===== src/rtl/safe_cpu_reg_responder.sv =====
// OBI responder for the safe-CPU register window: redundancy mode, core enables,
// boot address, interrupt pend/enable and a core-sync handshake FSM with timeout.
module safe_cpu_reg_responder #(
    parameter int          NCORES         = 3,
    parameter logic [31:0] BOOT_ADDR_RST  = 32'hF0020000,
    parameter int          TIMEOUT_CYCLES = 1024
) (
    input  logic              clk_i,
    input  logic              rst_i,
    input  logic              req_i,
    input  logic              we_i,
    input  logic [3:0]        be_i,
    input  logic [31:0]       addr_i,
    input  logic [31:0]       wdata_i,
    output logic              gnt_o,
    output logic              rvalid_o,
    output logic [31:0]       rdata_o,
    output logic [1:0]        mode_o,
    output logic [NCORES-1:0] core_en_o,
    output logic [31:0]       boot_addr_o,
    input  logic [NCORES-1:0] intr_i,
    output logic              irq_o,
    output logic              sync_req_o,
    input  logic [NCORES-1:0] sync_ack_i
);
    localparam int CW = $clog2(TIMEOUT_CYCLES);

    typedef enum logic [1:0] {S_IDLE, S_REQ, S_DONE, S_TMO} state_t;

    state_t            state, state_nxt;
    logic [CW-1:0]     cnt;
    logic [1:0]        mode;
    logic [NCORES-1:0] core_en, irq_pend, irq_en;
    logic [31:0]       boot_addr;
    logic              sync_done, sync_tmo, addr_err;
    logic              rvalid_q;
    logic [31:0]       rdata_q, rd_val;

    logic [5:0] idx;
    logic       addr_ok, wr, wr_lo, sync_start, all_ack;
    logic       unused_addr;

    assign unused_addr = ^addr_i[31:8];

    assign idx     = addr_i[7:2];
    assign addr_ok = (addr_i[1:0] == 2'b00) && (idx <= 6'd6);
    assign wr      = req_i && we_i && addr_ok;
    // Everything except BOOT_ADDR is gated on the low byte lane only.
    assign wr_lo   = wr && be_i[0];

    assign sync_start = wr_lo && (idx == 6'd6) && wdata_i[0];
    assign all_ack    = ((sync_ack_i & core_en) == core_en);

    always_comb begin
        rd_val = '0;
        case (idx)
            6'd0: rd_val[1:0]        = mode;
            6'd1: rd_val[NCORES-1:0] = core_en;
            6'd2: rd_val             = boot_addr;
            6'd3: rd_val[3:0]        = {addr_err, sync_tmo, sync_done, state == S_REQ};
            6'd4: rd_val[NCORES-1:0] = irq_pend;
            6'd5: rd_val[NCORES-1:0] = irq_en;
            default: rd_val = '0;
        endcase
    end

    always_ff @(posedge clk_i) begin
        if (rst_i) begin
            mode      <= '0;
            core_en   <= '1;
            boot_addr <= BOOT_ADDR_RST;
            irq_pend  <= '0;
            irq_en    <= '0;
            sync_done <= 1'b0;
            sync_tmo  <= 1'b0;
            addr_err  <= 1'b0;
            rvalid_q  <= 1'b0;
            rdata_q   <= '0;
        end else begin
            if (wr_lo && idx == 6'd0 && wdata_i[1:0] != 2'b11) mode <= wdata_i[1:0];
            if (wr_lo && idx == 6'd1) core_en <= wdata_i[NCORES-1:0];
            for (int b = 0; b < 4; b++)
                if (wr && idx == 6'd2 && be_i[b]) boot_addr[8*b +: 8] <= wdata_i[8*b +: 8];
            if (wr_lo && idx == 6'd5) irq_en <= wdata_i[NCORES-1:0];

            // Hardware set beats a same-cycle W1C on every sticky bit.
            irq_pend <= (irq_pend & ~((wr_lo && idx == 6'd4) ? wdata_i[NCORES-1:0] : '0)) | intr_i;

            if (state == S_DONE)                         sync_done <= 1'b1;
            else if (wr_lo && idx == 6'd3 && wdata_i[1]) sync_done <= 1'b0;
            if (state == S_TMO)                          sync_tmo  <= 1'b1;
            else if (wr_lo && idx == 6'd3 && wdata_i[2]) sync_tmo  <= 1'b0;
            if (req_i && !addr_ok)                       addr_err  <= 1'b1;
            else if (wr_lo && idx == 6'd3 && wdata_i[3]) addr_err  <= 1'b0;

            rvalid_q <= req_i;
            rdata_q  <= (req_i && !we_i && addr_ok) ? rd_val : '0;
        end
    end

    always_ff @(posedge clk_i) begin
        if (rst_i) begin
            state <= S_IDLE;
            cnt   <= '0;
        end else begin
            state <= state_nxt;
            cnt   <= (state == S_REQ) ? cnt + 1'b1 : '0;
        end
    end

    always_comb begin
        state_nxt = state;
        case (state)
            S_IDLE: if (sync_start) state_nxt = S_REQ;
            S_REQ: begin
                if (all_ack)                                 state_nxt = S_DONE;
                else if (cnt == CW'(TIMEOUT_CYCLES - 1))     state_nxt = S_TMO;
            end
            S_DONE:  state_nxt = S_IDLE;
            S_TMO:   state_nxt = S_IDLE;
            default: state_nxt = S_IDLE;
        endcase
    end

    assign gnt_o       = req_i;
    assign rvalid_o    = rvalid_q;
    assign rdata_o     = rdata_q;
    assign mode_o      = mode;
    assign core_en_o   = core_en;
    assign boot_addr_o = boot_addr;
    assign irq_o       = |(irq_pend & irq_en);
    assign sync_req_o  = (state == S_REQ);
endmodule


===== config.mk =====
export PLATFORM = sky130hd
export DESIGN_NAME = safe_cpu_reg_responder
export DESIGN_NICKNAME = d
export VERILOG_FILES = /design/src/rtl/safe_cpu_reg_responder.sv
export SDC_FILE = /design/constraint.sdc
export NUM_CORES = 1
export LEC_CHECK = 0
export CORE_ASPECT_RATIO = 0.75
export CORE_UTILIZATION = 35
export DETAILED_ROUTE_END_ITERATION = 12
export DONT_BUFFER_PORTS = 1
export PLACE_DENSITY = 0.61
export SLEW_MARGIN = 15
export SYNTH_ARGS = -nofsm -noshare
export SYNTH_HDL_FRONTEND = slang
export SYNTH_SLANG_ARGS = --single-unit

===== constraint.sdc =====
create_clock -name clk_i -period 2.6 [get_ports clk_i]
set_clock_uncertainty 0.15 [all_clocks]
set_input_delay 0.78 -clock clk_i [delete_from_list [all_inputs] [get_ports clk_i]]
set_output_delay 0.78 -clock clk_i [all_outputs]
set_load 0.03 [all_outputs]

==> results_dict.tcl, run 1 <==
set metrics [dict create \
    outcome "finished, final reports clean" \
    critPathLaunchType "flop" \
    die_area_mm2 0.0111 \
    cts.clk_slew.worst_paths_ns 0.07 \
    clockBufferDepth 2 \
    synth_nets 464 \
    use_met2 0.249 \
    cap_violations 0 \
    relSlewSlack 0.665 \
    dpl_cell_area_mm2 0.00389 \
    syn_inst 385 \
    grt_pass1_vias 2619 \
    drcViolationCount 0 \
    r2r_cells 4 \
    met1_usage 0.191 \
    drt_wl_total_mm 8.42 \
    p_leak_nw 1.49 \
    max-vdd-ir-drop_mv 0.305 \
    grt_pass1_wl_mm 13.5 \
    hpwl_mm 6.18 \
    worstPathMaxFanout 3 \
    yosysWarnings 0 \
    rr_startpoint "cnt[0]$_SDFF_PP0_" \
    synth_area_leaders "dfxtp_1 (49%), mux2i_1 (9.6%), nand2_1 (6.2%)" \
    synth_seq_cells 91 \
    grt_overflow 0 \
    synth_cell_type_count 53 \
    powerDensity_mw_per_mm2 649 \
    hold_violations 0 \
    ios 151 \
    fillers 1007 \
    cts.sinks 91 \
    vias_per_cell 5.09 \
    ys.flop_type "dfxtp_1" \
    synthArstFlopShare 0 \
    required_ns 1.67 \
    use_met3 0.0540 \
    fmax_ghz 0.469 \
    clk_latency_ns 0.33 \
    final_cell_area_mm2 0.00417 \
    wl_per_cell_um 16.0 \
    core_mm2 0.0103 \
    end_kind "output pin" \
    syn_area_per_cell_um2 9.71 \
    finalSetupViolCount 0 \
    setup-tns-final_ns 0 \
    rsz0062_at_grt "no" \
    p_total_w 0.00271 \
    synth_area_mm2 0.00374 \
    fin_crit_ns 2.13 \
    die_height_um 91.5 \
    row_count 32 \
    critPathArrivalTime_ns 1.20 \
    r2r_slack_ns 0.98 \
    crit_start "irq_pend[0]$_SDFF_PP0_" \
    synth-seq-area-share 0.487 \
    grt_use_total 0.156 \
    port-buffer-count 0 \
    hold_path_class "reg2reg" \
    cts_resized 0 \
    drtAntennaViolNets 0 \
    initial_utilization 0.362 \
    drtIter0Drc 169 \
    ctsHoldBuffers 0 \
    synth_top_area_frac 0.487 \
    num_vias 2677 \
    cts-root-buf "clkbuf_16" \
    drv_slew 0 \
    die_w_um 121 \
    antenna_found_initial 0 \
    cp-endpoint "irq_o" \
    yosysTopAreaCell "dfxtp_1" \
    areaGrowthSynthToFinish_pct 11.6 \
    fin_nets 464 \
    diodes 0 \
    grt.busiest_layer "met2" \
    cts_buffers 9 \
    timing.final.ws_setup_ns 0.466 \
    worst_slew_pin_slew_ns 0.499 \
    r2r_end "cnt[8]$_SDFF_PP0_" \
    firstDrtPassIters 4 \
    cts_tree "done" \
    globalplace.congestion 0.763 \
    post_cts_buffers 0 \
    grt_max_degree 35 \
    period_share 0.821 \
    layout-drive-gt1-share 0.108 \
    dp_slack_ns 0.228 \
    critPathKind "reg2out" \
    post-route-util 0.404 \
    h-tree-depth 3 \
    synth-edff-count 0 \
]
[synth_stat cells (2+ instances only)]
| library cell | count |
|---|---|
| buf_4 | 2 |
| a21oi_1 | 12 |
| a311oi_1 | 3 |
| nor3_1 | 2 |
| o41ai_1 | 5 |
| inv_1 | 11 |
| mux2i_1 | 36 |
| and3b_1 | 2 |
| nand2b_1 | 5 |
| a211oi_1 | 3 |
| o21ai_0 | 4 |
| mux2_2 | 2 |
| or4b_1 | 2 |
| buf_6 | 4 |
| nand3_1 | 7 |
| nand4b_1 | 2 |
| buf_1 | 2 |
| and2_1 | 29 |
| or4_1 | 3 |
| mux4_2 | 2 |
| or3_1 | 5 |
| nand2_1 | 62 |
| clkbuf_1 | 16 |
| nor4bb_1 | 2 |
| nor2_1 | 26 |
| nor4_4 | 5 |
| nand4_1 | 7 |
| dfxtp_1 | 91 |
| xor2_1 | 2 |
| nor4_1 | 2 |
| nor2b_1 | 5 |
| a31oi_1 | 2 |
| o31ai_1 | 2 |
[through the flow]
step	cells	hold WS [ns]
after global routing	526	0.325
after global placement	510	0.293
after floorplan	385	0.289
after CTS	526	0.314
final	526	0.315
after detailed placement	510	0.304
[per-layer routing]
layer | share of wire | vias to the layer above
met2 | 0.46 | 89
met5 | 0 | -
met4 | 0.018 | 0
li1 | - | 1334
met1 | 0.44 | 1243
met3 | 0.077 | 11
[power breakdown]
group	switching (W)	internal (W)	total, W	leakage [nW]
combinational	0.0000486	0.0000366	0.0000852	0.625
sequential	0.00000625	0.00140	0.00141	0.735
clock	0.000539	0.000678	0.00122	0.132
total	0.000594	0.00211	0.00271	1.49
[worst max-delay path: stages (launching register included)]
cell and delay, ns:
dfxtp_1 0.32, a222oi_1 0.33, inv_1 0.22
[registers in the layout, indices dropped and copies added (netlist names), 2 cells and up]
name / cells
boot_addr_o: 32
cnt: 10
core_en_o: 3
irq_en: 3
irq_pend: 3
mode_o: 2
rdata_o: 32
state: 2
[cells by family after synthesis]
family | count (synthesis) | share of synthesized area
muxes | 40 | 0.114
buffers and inverters | 36 | 0.0462
and+or+nand+nor | 176 | 0.270
adders and majority gates | 1 | 0.00335
AOI/OAI and AO/OA | 38 | 0.0716
xor gates and xnor gates | 3 | 0.00703
DFF | 91 | 0.487
[how the worst min path moves through the flow]
stage	start	endpoint	slack, ns	depth (start not counted)
2_1_floorplan	sync_done$_SDFFE_PP0P_	sync_done$_SDFFE_PP0P_	0.29	2
3_3_place_gp	sync_tmo$_SDFFE_PP0P_	sync_tmo$_SDFFE_PP0P_	0.29	2
3_5_place_dp	sync_done$_SDFFE_PP0P_	sync_done$_SDFFE_PP0P_	0.30	2
4_1_cts	sync_done$_SDFFE_PP0P_	sync_done$_SDFFE_PP0P_	0.31	2
5_1_grt	sync_done$_SDFFE_PP0P_	sync_done$_SDFFE_PP0P_	0.33	2
6_report	sync_done$_SDFFE_PP0P_	sync_done$_SDFFE_PP0P_	0.31	2
[cell usage in the layout, fill, tap and decap left out, types with 3 or more instances in the layout]
cell type,netlist,routed
a211oi_1,3,3
a21oi_1,12,12
a311oi_1,3,3
and2_1,29,29
buf_4,2,12
clkbuf_16,0,9
dfxtp_1,91,91
inv_1,11,11
mux2i_1,36,36
nand2_1,62,62
nand2b_1,5,5
nand3_1,7,7
nand4_1,7,7
nor2_1,26,26
nor2b_1,5,5
nor4_4,5,5
o21ai_0,4,4
o41ai_1,5,5
or3_1,5,5
or4_1,3,3
[area by class of cell]
cell class | instances | area, um^2 | area share
Multi-Input combinational cell | 258 | 1750 | 0.418
Sequential cell | 91 | 1820 | 0.437
Clock buffer | 11 | 243 | 0.0582
Tap cell | 136 | 170 | 0.0408
Clock inverter | 5 | 37.5 | 0.00900
Inverter | 12 | 45.0 | 0.0108
Timing Repair Buffer | 13 | 110 | 0.0264
No activity file was read; power rests on OpenSTA's default activity.
==> run 2: changes to the inputs <==
PLACE_DENSITY = 0.63   (was 0.61)
clock period = 1.8 ns   (was 2.6 ns; I/O delays follow)
==> run 2 against run 1 <==
Against the previous run: the run now ends with negative setup slack left; sequential share of layout area fell by 1.6 points; critical path type unchanged; combinational power rose by 61%; register-to-register slack got worse by 0.79 ns; flip-flop and latch count did not move; clock power rose by 43%; worst hold slack got worse by 0.19 ns; cell area rose by 4.1%; die area did not move; total power rose by 44%; via count rose by 3.2%; count of clock-buffer cells in the layout fell by 2; final cell count rose by 1.3%.
==> results_dict.tcl, run 2 (synthesized netlist as in run 1, its figures left out) <==
set metrics [dict create \
    layout-drive-gt1-share 0.154 \
    cts-root-buf "clkbuf_16" \
    grt_overflow 0 \
    fin_crit_ns 1.91 \
    end_kind "output pin" \
    hold_path_class "in2reg" \
    port-buffer-count 0 \
    die_area_mm2 0.0111 \
    antenna_found_initial 0 \
    required_ns 1.11 \
    ios 151 \
    firstDrtPassIters 4 \
    critPathArrivalTime_ns 1.22 \
    areaGrowthSynthToFinish_pct 16.2 \
    ctsHoldBuffers 0 \
    drtAntennaViolNets 0 \
    drtIter0Drc 160 \
    r2r_slack_ns 0.19 \
    globalplace.congestion 0.773 \
    whs_ns 0.120 \
    layout_common_cells "dfxtp_1 (88), nand2_1 (62), mux2i_1 (36), and2_1 (29), nor2_1 (26)" \
    wl_per_cell_um 16.2 \
    diodes 0 \
    die_w_um 121 \
    max-vdd-ir-drop_mv 0.428 \
    row_count 32 \
    cap_violations 0 \
    period_share 1.06 \
    cts.sinks 91 \
    outcome "complete, but fails checks" \
    grt_use_total 0.162 \
    die_height_um 91.5 \
    timing.final.ws_setup_ns -0.108 \
    critPathLaunchType "flop" \
    critPathKind "reg2out" \
    fin_nets 471 \
    drt_wl_total_mm 8.61 \
    grt_pass1_wl_mm 14.0 \
    fmax_ghz 0.524 \
    setup-tns-final_ns -0.108 \
    worstPathMaxFanout 2 \
    grt_max_degree 39 \
    relSlewSlack 0.689 \
    powerDensity_mw_per_mm2 899 \
    drv_slew 0 \
    grt_pass1_vias 2695 \
    initial_utilization 0.362 \
    hold_violations 0 \
    cts_tree "done" \
    cts.clk_slew.worst_paths_ns 0.07 \
    layout_commonest_cell "dfxtp_1" \
    vias_per_cell 5.19 \
    rsz0062_at_grt "yes" \
    core_mm2 0.0103 \
    finalSetupViolCount 1 \
    drcViolationCount 0 \
    h-tree-depth 3 \
    worst_slew_pin_slew_ns 0.465 \
    clockBufferDepth 2 \
    hpwl_mm 6.41 \
    num_vias 2764 \
    p_leak_nw 1.56 \
    violations "negative setup slack" \
    clk_latency_ns 0.34 \
    cts_buffers 9 \
]
==> run 2: timing repair <==
item,in CTS,in global routing
gates resized for setup,6,0
setup endpoints to repair,2,1
buffers inserted,1,0
pin swaps,1,0
==> run 2: final cells by class <==
class                           count  area [um^2]
Timing Repair Buffer               20          225
Multi-Input combinational cell    258         1800
Sequential cell                    91         1830
Clock buffer                        9          225
Inverter                           12         45.0
Fill cell                        1015         5980
Clock inverter                      7         51.3
Tap cell                          136          170
==> run 2: stage by stage <==
stage,setup WS (ns),util,total power [W],cell area (um^2),std cells
floorplan,-0.336,-,0.00221,3800,385
global placement,-0.283,0.392,0.00221,4050,516
detailed placement,-0.300,0.392,0.00221,4050,516
CTS,-0.125,0.421,0.00396,4350,533
global route,-0.154,0.421,0.00408,4350,533
finish,-0.108,0.421,0.00391,4350,533
==> run 2: metal layers <==
metal | vias up | global-route usage | wire length (um)
met5 | - | 0 | 0
met4 | 0 | 0.0607 | 124
met3 | 12 | 0.0465 | 496
met2 | 77 | 0.250 | 4000
met1 | 1324 | 0.213 | 3990
li1 | 1351 | - | -
==> run 2: worst max-delay path: stages, from the launching register on <==
cell      delay [ns]
dfxtp_2         0.32
a222oi_1        0.40
inv_2           0.16
==> run 2: path summary, 6_finish.rpt <==
check	depth (start not counted)	end	from
hold reg to reg	2	sync_tmo$_SDFFE_PP0P_	sync_tmo$_SDFFE_PP0P_
setup / recovery	2	irq_o	irq_en[0]$_SDFFE_PP0P_
setup reg to reg	4	cnt[8]$_SDFF_PP0_	cnt[1]$_SDFF_PP0_
hold / removal	1	irq_en[0]$_SDFFE_PP0P_	rst_i
==> run 2: power breakdown <==
part / switching [W] / total, W / internal (W) / leakage (nW)
Sequential: 0.00000918 / 0.00203 / 0.00202 / 0.736
Clock: 0.000794 / 0.00174 / 0.000945 / 0.137
Combinational: 0.0000748 / 0.000137 / 0.0000619 / 0.683
Total: 0.000878 / 0.00391 / 0.00303 / 1.56
